<file path="config.mk">
export PLATFORM = sky130hd
export DESIGN_NAME = alu_share_arb_flat
export DESIGN_NICKNAME = d
export VERILOG_FILES = /design/src/rtl/alu_share_arb_if.sv /design/src/rtl/alu_share_arb.sv /design/src/flat_wrapper.sv
export SDC_FILE = /design/constraint.sdc
export NUM_CORES = 1
export LEC_CHECK = 0
export CAP_MARGIN = 20
export CORE_AREA = 2 2 108 110
export DETAILED_ROUTE_END_ITERATION = 7
export DIE_AREA = 0 0 110 112
export GPL_ROUTABILITY_DRIVEN = 0
export PLACE_DENSITY = 0.67
export SETUP_SLACK_MARGIN = 0.3
export SKIP_LAST_GASP = 1
export SYNTH_ARGS = -nofsm -noshare
export SYNTH_HDL_FRONTEND = slang
export SYNTH_SLANG_ARGS = --single-unit
</file>
<file path="constraint.sdc">
create_clock -name clk -period 1.7 [get_ports clk]
set_input_delay 0.34 -clock clk [delete_from_list [all_inputs] [get_ports clk]]
set_output_delay 0.34 -clock clk [all_outputs]
set_load 0.03 [all_outputs]
</file>
<file path="src/rtl/alu_share_arb_if.sv">
// Bundle of requester, ALU and response signals around the shared ALU arbiter.
// The slave modport is the arbiter's view. The master modport is the view of
// the surrounding core, which holds the requesters, the ALU and the response
// consumers.
interface alu_share_arb_if #(
  parameter int XLEN = 32
) ();

  logic            req0_valid;
  logic            req0_ready;
  logic [XLEN-1:0] req0_in1;
  logic [XLEN-1:0] req0_in2;
  logic [3:0]      req0_funct;

  logic            req1_valid;
  logic            req1_ready;
  logic [XLEN-1:0] req1_in1;
  logic [XLEN-1:0] req1_in2;
  logic [3:0]      req1_funct;

  logic [XLEN-1:0] alu_in1;
  logic [XLEN-1:0] alu_in2;
  logic [3:0]      alu_funct;
  logic [XLEN-1:0] alu_out;

  logic            rsp0_valid;
  logic            rsp1_valid;
  logic [XLEN-1:0] rsp_data;
  logic            rsp0_ready;
  logic            rsp1_ready;

  modport slave (
    input  req0_valid, req0_in1, req0_in2, req0_funct,
    output req0_ready,
    input  req1_valid, req1_in1, req1_in2, req1_funct,
    output req1_ready,
    output alu_in1, alu_in2, alu_funct,
    input  alu_out,
    output rsp0_valid, rsp1_valid, rsp_data,
    input  rsp0_ready, rsp1_ready
  );

  modport master (
    output req0_valid, req0_in1, req0_in2, req0_funct,
    input  req0_ready,
    output req1_valid, req1_in1, req1_in2, req1_funct,
    input  req1_ready,
    input  alu_in1, alu_in2, alu_funct,
    output alu_out,
    input  rsp0_valid, rsp1_valid, rsp_data,
    output rsp0_ready, rsp1_ready
  );

endinterface

</file>
<file path="src/rtl/alu_share_arb.sv">
// Round-robin arbiter for the shared ALU. It serves two requesters and keeps
// a one-entry response buffer. The buffer can drain and refill in the same
// cycle, so one operation per cycle is sustained without backpressure.
module alu_share_arb #(
  parameter int XLEN = 32
) (
  input  logic            clk,
  input  logic            rst,
  alu_share_arb_if.slave  bus
);

  typedef enum logic {
    EMPTY = 1'b0,
    FULL  = 1'b1
  } state_t;

  state_t          state;
  state_t          state_next;
  logic            rsp_id;
  logic            rsp_id_next;
  logic            last_grant;
  logic            last_grant_next;
  logic [XLEN-1:0] rsp_data;
  logic [XLEN-1:0] rsp_data_next;

  logic            grant_any;
  logic            grant_id;
  logic            owner_ready;
  logic            issue_ok;
  logic            handshake;

  // Combinational grant. On a tie, the requester that did not win last time wins.
  always_comb begin
    grant_any = bus.req0_valid | bus.req1_valid;
    grant_id  = 1'b0;
    if (bus.req0_valid && bus.req1_valid) begin
      grant_id = ~last_grant;
    end else if (bus.req1_valid) begin
      grant_id = 1'b1;
    end
  end

  // Issue is allowed when the buffer is empty or is being drained this cycle.
  always_comb begin
    owner_ready    = rsp_id ? bus.rsp1_ready : bus.rsp0_ready;
    issue_ok       = (state == EMPTY) || owner_ready;
    bus.req0_ready = issue_ok & grant_any & ~grant_id;
    bus.req1_ready = issue_ok & grant_any & grant_id;
    handshake      = bus.req0_ready | bus.req1_ready;
  end

  // The ALU operand mux follows the grant even while stalled, so the operands
  // stay steady and do not swap between requesters.
  always_comb begin
    bus.alu_in1   = '0;
    bus.alu_in2   = '0;
    bus.alu_funct = 4'b0000;
    if (grant_any) begin
      if (grant_id) begin
        bus.alu_in1   = bus.req1_in1;
        bus.alu_in2   = bus.req1_in2;
        bus.alu_funct = bus.req1_funct;
      end else begin
        bus.alu_in1   = bus.req0_in1;
        bus.alu_in2   = bus.req0_in2;
        bus.alu_funct = bus.req0_funct;
      end
    end
  end

  // Next-state logic for the response buffer: refill on handshake, otherwise drain or hold.
  always_comb begin
    state_next      = state;
    rsp_id_next     = rsp_id;
    last_grant_next = last_grant;
    rsp_data_next   = rsp_data;
    if (handshake) begin
      state_next      = FULL;
      rsp_id_next     = grant_id;
      last_grant_next = grant_id;
      rsp_data_next   = bus.alu_out;
    end else if ((state == FULL) && owner_ready) begin
      state_next = EMPTY;
    end
  end

  // State registers. Reset discards any buffered result.
  always_ff @(posedge clk) begin
    if (rst) begin
      state      <= EMPTY;
      rsp_id     <= 1'b0;
      last_grant <= 1'b1;
      rsp_data   <= '0;
    end else begin
      state      <= state_next;
      rsp_id     <= rsp_id_next;
      last_grant <= last_grant_next;
      rsp_data   <= rsp_data_next;
    end
  end

  assign bus.rsp0_valid = (state == FULL) & ~rsp_id;
  assign bus.rsp1_valid = (state == FULL) & rsp_id;
  assign bus.rsp_data   = rsp_data;

endmodule
</file>
<file path="src/flat_wrapper.sv">
// flat-port wrapper written by rule: the top's interface ports become plain ports
module alu_share_arb_flat 
#(
  parameter int XLEN = 32
)
  (clk, rst, bus_req0_valid, bus_req0_in1, bus_req0_in2, bus_req0_funct, bus_req0_ready, bus_req1_valid, bus_req1_in1, bus_req1_in2, bus_req1_funct, bus_req1_ready, bus_alu_in1, bus_alu_in2, bus_alu_funct, bus_alu_out, bus_rsp0_valid, bus_rsp1_valid, bus_rsp_data, bus_rsp0_ready, bus_rsp1_ready);
  alu_share_arb_if #(.XLEN(XLEN)) bus_i ();
  input  logic clk;
  input  logic rst;
  input wire logic [$bits(bus_i.req0_valid)-1:0] bus_req0_valid;
  input wire logic [$bits(bus_i.req0_in1)-1:0] bus_req0_in1;
  input wire logic [$bits(bus_i.req0_in2)-1:0] bus_req0_in2;
  input wire logic [$bits(bus_i.req0_funct)-1:0] bus_req0_funct;
  output wire logic [$bits(bus_i.req0_ready)-1:0] bus_req0_ready;
  input wire logic [$bits(bus_i.req1_valid)-1:0] bus_req1_valid;
  input wire logic [$bits(bus_i.req1_in1)-1:0] bus_req1_in1;
  input wire logic [$bits(bus_i.req1_in2)-1:0] bus_req1_in2;
  input wire logic [$bits(bus_i.req1_funct)-1:0] bus_req1_funct;
  output wire logic [$bits(bus_i.req1_ready)-1:0] bus_req1_ready;
  output wire logic [$bits(bus_i.alu_in1)-1:0] bus_alu_in1;
  output wire logic [$bits(bus_i.alu_in2)-1:0] bus_alu_in2;
  output wire logic [$bits(bus_i.alu_funct)-1:0] bus_alu_funct;
  input wire logic [$bits(bus_i.alu_out)-1:0] bus_alu_out;
  output wire logic [$bits(bus_i.rsp0_valid)-1:0] bus_rsp0_valid;
  output wire logic [$bits(bus_i.rsp1_valid)-1:0] bus_rsp1_valid;
  output wire logic [$bits(bus_i.rsp_data)-1:0] bus_rsp_data;
  input wire logic [$bits(bus_i.rsp0_ready)-1:0] bus_rsp0_ready;
  input wire logic [$bits(bus_i.rsp1_ready)-1:0] bus_rsp1_ready;
  assign bus_i.req0_valid = bus_req0_valid;
  assign bus_i.req0_in1 = bus_req0_in1;
  assign bus_i.req0_in2 = bus_req0_in2;
  assign bus_i.req0_funct = bus_req0_funct;
  assign bus_req0_ready = bus_i.req0_ready;
  assign bus_i.req1_valid = bus_req1_valid;
  assign bus_i.req1_in1 = bus_req1_in1;
  assign bus_i.req1_in2 = bus_req1_in2;
  assign bus_i.req1_funct = bus_req1_funct;
  assign bus_req1_ready = bus_i.req1_ready;
  assign bus_alu_in1 = bus_i.alu_in1;
  assign bus_alu_in2 = bus_i.alu_in2;
  assign bus_alu_funct = bus_i.alu_funct;
  assign bus_i.alu_out = bus_alu_out;
  assign bus_rsp0_valid = bus_i.rsp0_valid;
  assign bus_rsp1_valid = bus_i.rsp1_valid;
  assign bus_rsp_data = bus_i.rsp_data;
  assign bus_i.rsp0_ready = bus_rsp0_ready;
  assign bus_i.rsp1_ready = bus_rsp1_ready;
  alu_share_arb #(.XLEN(XLEN)) u_core (.clk(clk), .rst(rst), .bus(bus_i));
endmodule
</file>
==> metrics.md <==
| Metric | Value |
|---|---|
| Count of antenna-violating nets left after detailed routing | `0` |
| Total congestion overflow | `0` |
| Critical path's largest stage delay | `330 ps` |
| Path type of the worst min-delay path | `flip-flop to flip-flop` |
| Clock network fraction of design power | `19.0%` |
| Smallest setup slack after layout | `-225 ps` |
| Result of the run | `finished, violations left` |
| Total CTS buffers | `5` |
| Library cell appearing most often on the critical path | `sky130_fd_sc_hd__buf_6` |
| DR WL met2 | `6.83 mm` |
| Routed met3 length | `1.32 mm` |
| Total Negative Setup Slacks | `-9790 ps` |
| Number of synthesis warnings | `0` |
| Register area share after synthesis | `31.7%` |
| Vertical die dimension | `112 um` |
| Fin cells | `794` |
| Half-perimeter wire length of the detailed placement result | `9.78 mm` |
| Net switching power of the design | `1.64 mW` |
| Boundary Pins | `278` |
| Net count after synthesis | `499` |
| Final Routed Wirelength | `13.3 mm` |
| Endpoint required time on the critical path | `1360 ps` |
| Via-to-Cell Ratio | `4.59` |
| Die outline area | `12300 um2` |
| CP endpoint kind | `output pin` |
| Number of inserted diodes | `0` |
| Mean Syn Cell Area | `6.79 um2` |
| First-pass detailed-route iteration total | `4` |
| Number of distinct library cells after synthesis | `25` |
| Final core occ | `64.9%` |
| Synthesized netlist cell count | `325` |
| Clock Skew | `7.60 ps` |
| Delay-heaviest family, CP | `buffers and inverters` |
| Type of element launching the critical path | `flip-flop` |
| Clock latency on the worst-skew pair | `280 ps` |
| Area added between synthesis and finish | `228%` |
| Initial antenna violation count | `0` |
| Slowest CP cell | `sky130_fd_sc_hd__dfxtp_2` |
| Int Power | `2.79 mW` |
| Critical path buffer and inverter count | `4` |
| Highest fanout seen on the critical path | `7` |
| Max transition margin | `74.2%` |
| Setup repair after global routing missed its margin | `true` |
| Count of max-cap constraint violations | `0` |
| Hold buffer count at CTS | `0` |
| Bufs on Longest Clock Path | `2` |
| Cell area after technology mapping | `2210 um2` |
| Overall power after layout | `4.43 mW` |
| Total count of hold-check failures in the final report | `0` |
| Failing checks | `negative setup slack` |
| Setup violators final | `70` |
| Wire length of the first global-routing pass | `19.2 mm` |
| Fraction of power consumed by combinational cells | `60.0%` |
| Areal power density over the cells | `610 nW/um2` |
| Ordered list of cells on the worst path | `a21boi_4 -> buf_6 -> buf_8 -> clkbuf_16 -> nand2_1 -> o21ai_2 -> buf_6` |
| Reg-to-reg slack, setup | `200 ps` |
| Maximum ir drop on the vdd rail | `0.000602 V` |
| Count of port buffers added during placement | `277` |
| Clock transition at the registers of the reported paths | `50 ps` |
| Number of sinks handled by clock tree synthesis | `35` |
| Avg WL per Cell | `16.7 um` |
| Number of nets in the layout | `826` |
| Type of the worst setup path | `flip-flop to output pin` |
| Total number of H-tree levels | `2` |
| Initial Utilization | `19.8%` |
| Filler cell count in the final layout | `864` |
| Placeable core region | `11200 um2` |
| Share of the cycle needed by the critical path after routing | `113%` |
| Number of global-route vias before repair | `3665` |
| Row cnt | `39` |
| Number of flip-flops and latches in the synthesized netlist | `35` |
| Width of the chip | `110 um` |
| Final Critical Period | `1930 ps` |
| Vias | `3648` |
| DRC violation count after routing | `0` |
| Root buffer cell | `sky130_fd_sc_hd__clkbuf_16` |
| Slew at the pin closest to its max-slew limit | `386 ps` |
| Pins Over Slew Limit | `0` |
| Portion of total power attributed to sequential cells | `21.1%` |
| TritonCTS clock tree | `yes` |
| Achievable Freq | `519 MHz` |
| Largest net degree at the start of global routing | `52` |
| Max layer used | `met4` |
| Ratio of cells with drive above 1 in the final layout | `49.5%` |
| Number of DRC markers after the initial detailed-route iteration | `92` |
| Cell Count Post-Placement | `754` |
| Detailed-route wire length on metal 1 | `4.87 mm` |
| All-Layer GR Usage | `19.9%` |
| Data arrival time of the critical path | `1590 ps` |
| Post-placement worst setup slack | `-524 ps` |
| Net switching share of the total power | `37.1%` |
| Leakage power summed over all cells | `3.16 nW` |
cell families (layout without fill, tap and decap cells):
family	count (synthesis)	in the layout	synth area share, %
flops	35	35	31.7
compound gates	110	112	33.6
simple gates	145	145	25.2
buf+inv	33	357	8.33
mux	2	2	1.13
through the flow:
step	cell area, um2	hold WS (ps)
after floorplan	3160	473
after global placement	6120	463
after detailed placement	6140	458
after CTS	6870	471
after global routing	7250	479
final	7250	466
layout by cell type, fill, tap and decap left out, drive strengths merged:
cell type / count
buf: 140
clkdlybuf4s15: 4
nor2b: 1
clkbuf: 10
a41oi: 1
dlygate4sd2: 30
clkdlybuf4s50: 168
a211oi: 2
mux2: 1
dfxtp: 35
inv: 2
clkinvlp: 2
nand2: 138
or4: 1
a31o: 3
a22o: 32
mux2i: 1
nor2: 2
a21oi: 2
a21boi: 1
nor3: 2
bufbuf: 1
o21ai: 70
and2: 1
o311a: 1
what timing repair did:
action | in CTS | in global routing
gates cloned | 5 | 4
endpoints found under the setup margin | 138 | 87
buffers inserted | 18 | 7
pin swaps | 16 | 30
resized for setup | 135 | 66
cells in the mapped netlist:
master	count	share of area, %
sky130_fd_sc_hd__nand2_1	138	23
sky130_fd_sc_hd__o21ai_0	68	15
sky130_fd_sc_hd__dfxtp_1	35	32
sky130_fd_sc_hd__a22o_2	30	14
sky130_fd_sc_hd__clkbuf_1	14	2.4
sky130_fd_sc_hd__buf_2	9	2.0
sky130_fd_sc_hd__buf_6	6	3.1
sky130_fd_sc_hd__inv_1	3	0.51
sky130_fd_sc_hd__a21oi_1	2	0.45
sky130_fd_sc_hd__a22o_1	2	0.79
sky130_fd_sc_hd__nor2_1	2	0.34
sky130_fd_sc_hd__nor3_1	2	0.45
sky130_fd_sc_hd__o21ai_1	2	0.45
sky130_fd_sc_hd__a211oi_1	1	0.34
sky130_fd_sc_hd__a211oi_4	1	0.91
sky130_fd_sc_hd__a21boi_1	1	0.34
sky130_fd_sc_hd__a31o_2	1	0.40
sky130_fd_sc_hd__a41oi_1	1	0.40
sky130_fd_sc_hd__and2_2	1	0.34
sky130_fd_sc_hd__buf_4	1	0.34
sky130_fd_sc_hd__mux2_2	1	0.51
sky130_fd_sc_hd__mux2i_2	1	0.62
sky130_fd_sc_hd__nor2b_1	1	0.28
sky130_fd_sc_hd__o311a_2	1	0.51
sky130_fd_sc_hd__or4_1	1	0.34
worst register-to-register path: stages (launching register included):
cell	delay, ps
sky130_fd_sc_hd__dfxtp_2	330
sky130_fd_sc_hd__buf_6	130
sky130_fd_sc_hd__clkinvlp_4	140
sky130_fd_sc_hd__buf_6	150
sky130_fd_sc_hd__or4_4	500
sky130_fd_sc_hd__o311a_4	140
final cells by class:
type	count	area [um2]	share of cell area [%]
well taps	143	179	2.47
clock inverters	1	7.51	0.104
multi-input cells	259	2460	34.0
flip-flops and latches	35	707	9.75
repair buffers	348	3760	51.8
inverters	3	15.0	0.207
clock buffers	5	125	1.73
final timing paths:
| check | startpoint | end | cells past startpoint |
|---|---|---|---|
| setup / recovery | u_core.last_grant | bus_alu_in2[31] | 7 |
| setup reg to reg | u_core.state | u_core.last_grant | 5 |
| hold / removal | u_core.bus.rsp_data[3] | u_core.bus.rsp_data[3] | 1 |
| hold reg to reg | u_core.bus.rsp_data[3] | u_core.bus.rsp_data[3] | 1 |
state kept, by name, indices dropped and copies added (netlist names):
register	cells
u_core.rsp_id	1
u_core.last_grant	1
u_core.state	1
u_core.bus.rsp_data	32
power by group through the flow:
stage / combinational, mW / sequential (mW) / clock (mW)
after CTS: 2.50 / 0.931 / 0.855
after detailed placement: 2.25 / 0.946 / 0
after global routing: 2.79 / 0.940 / 0.888
after global placement: 2.22 / 0.949 / 0
final: 2.65 / 0.932 / 0.840
after floorplan: 1.11 / 1.07 / 0
layer usage:
metal / vias up / GRT usage [%]
li1: 1769 / -
met5: - / 0
met1: 1682 / 22.6
met2: 177 / 36.4
met4: 0 / 4.73
met3: 20 / 5.09
No activity file was read; power rests on OpenSTA's default activity.
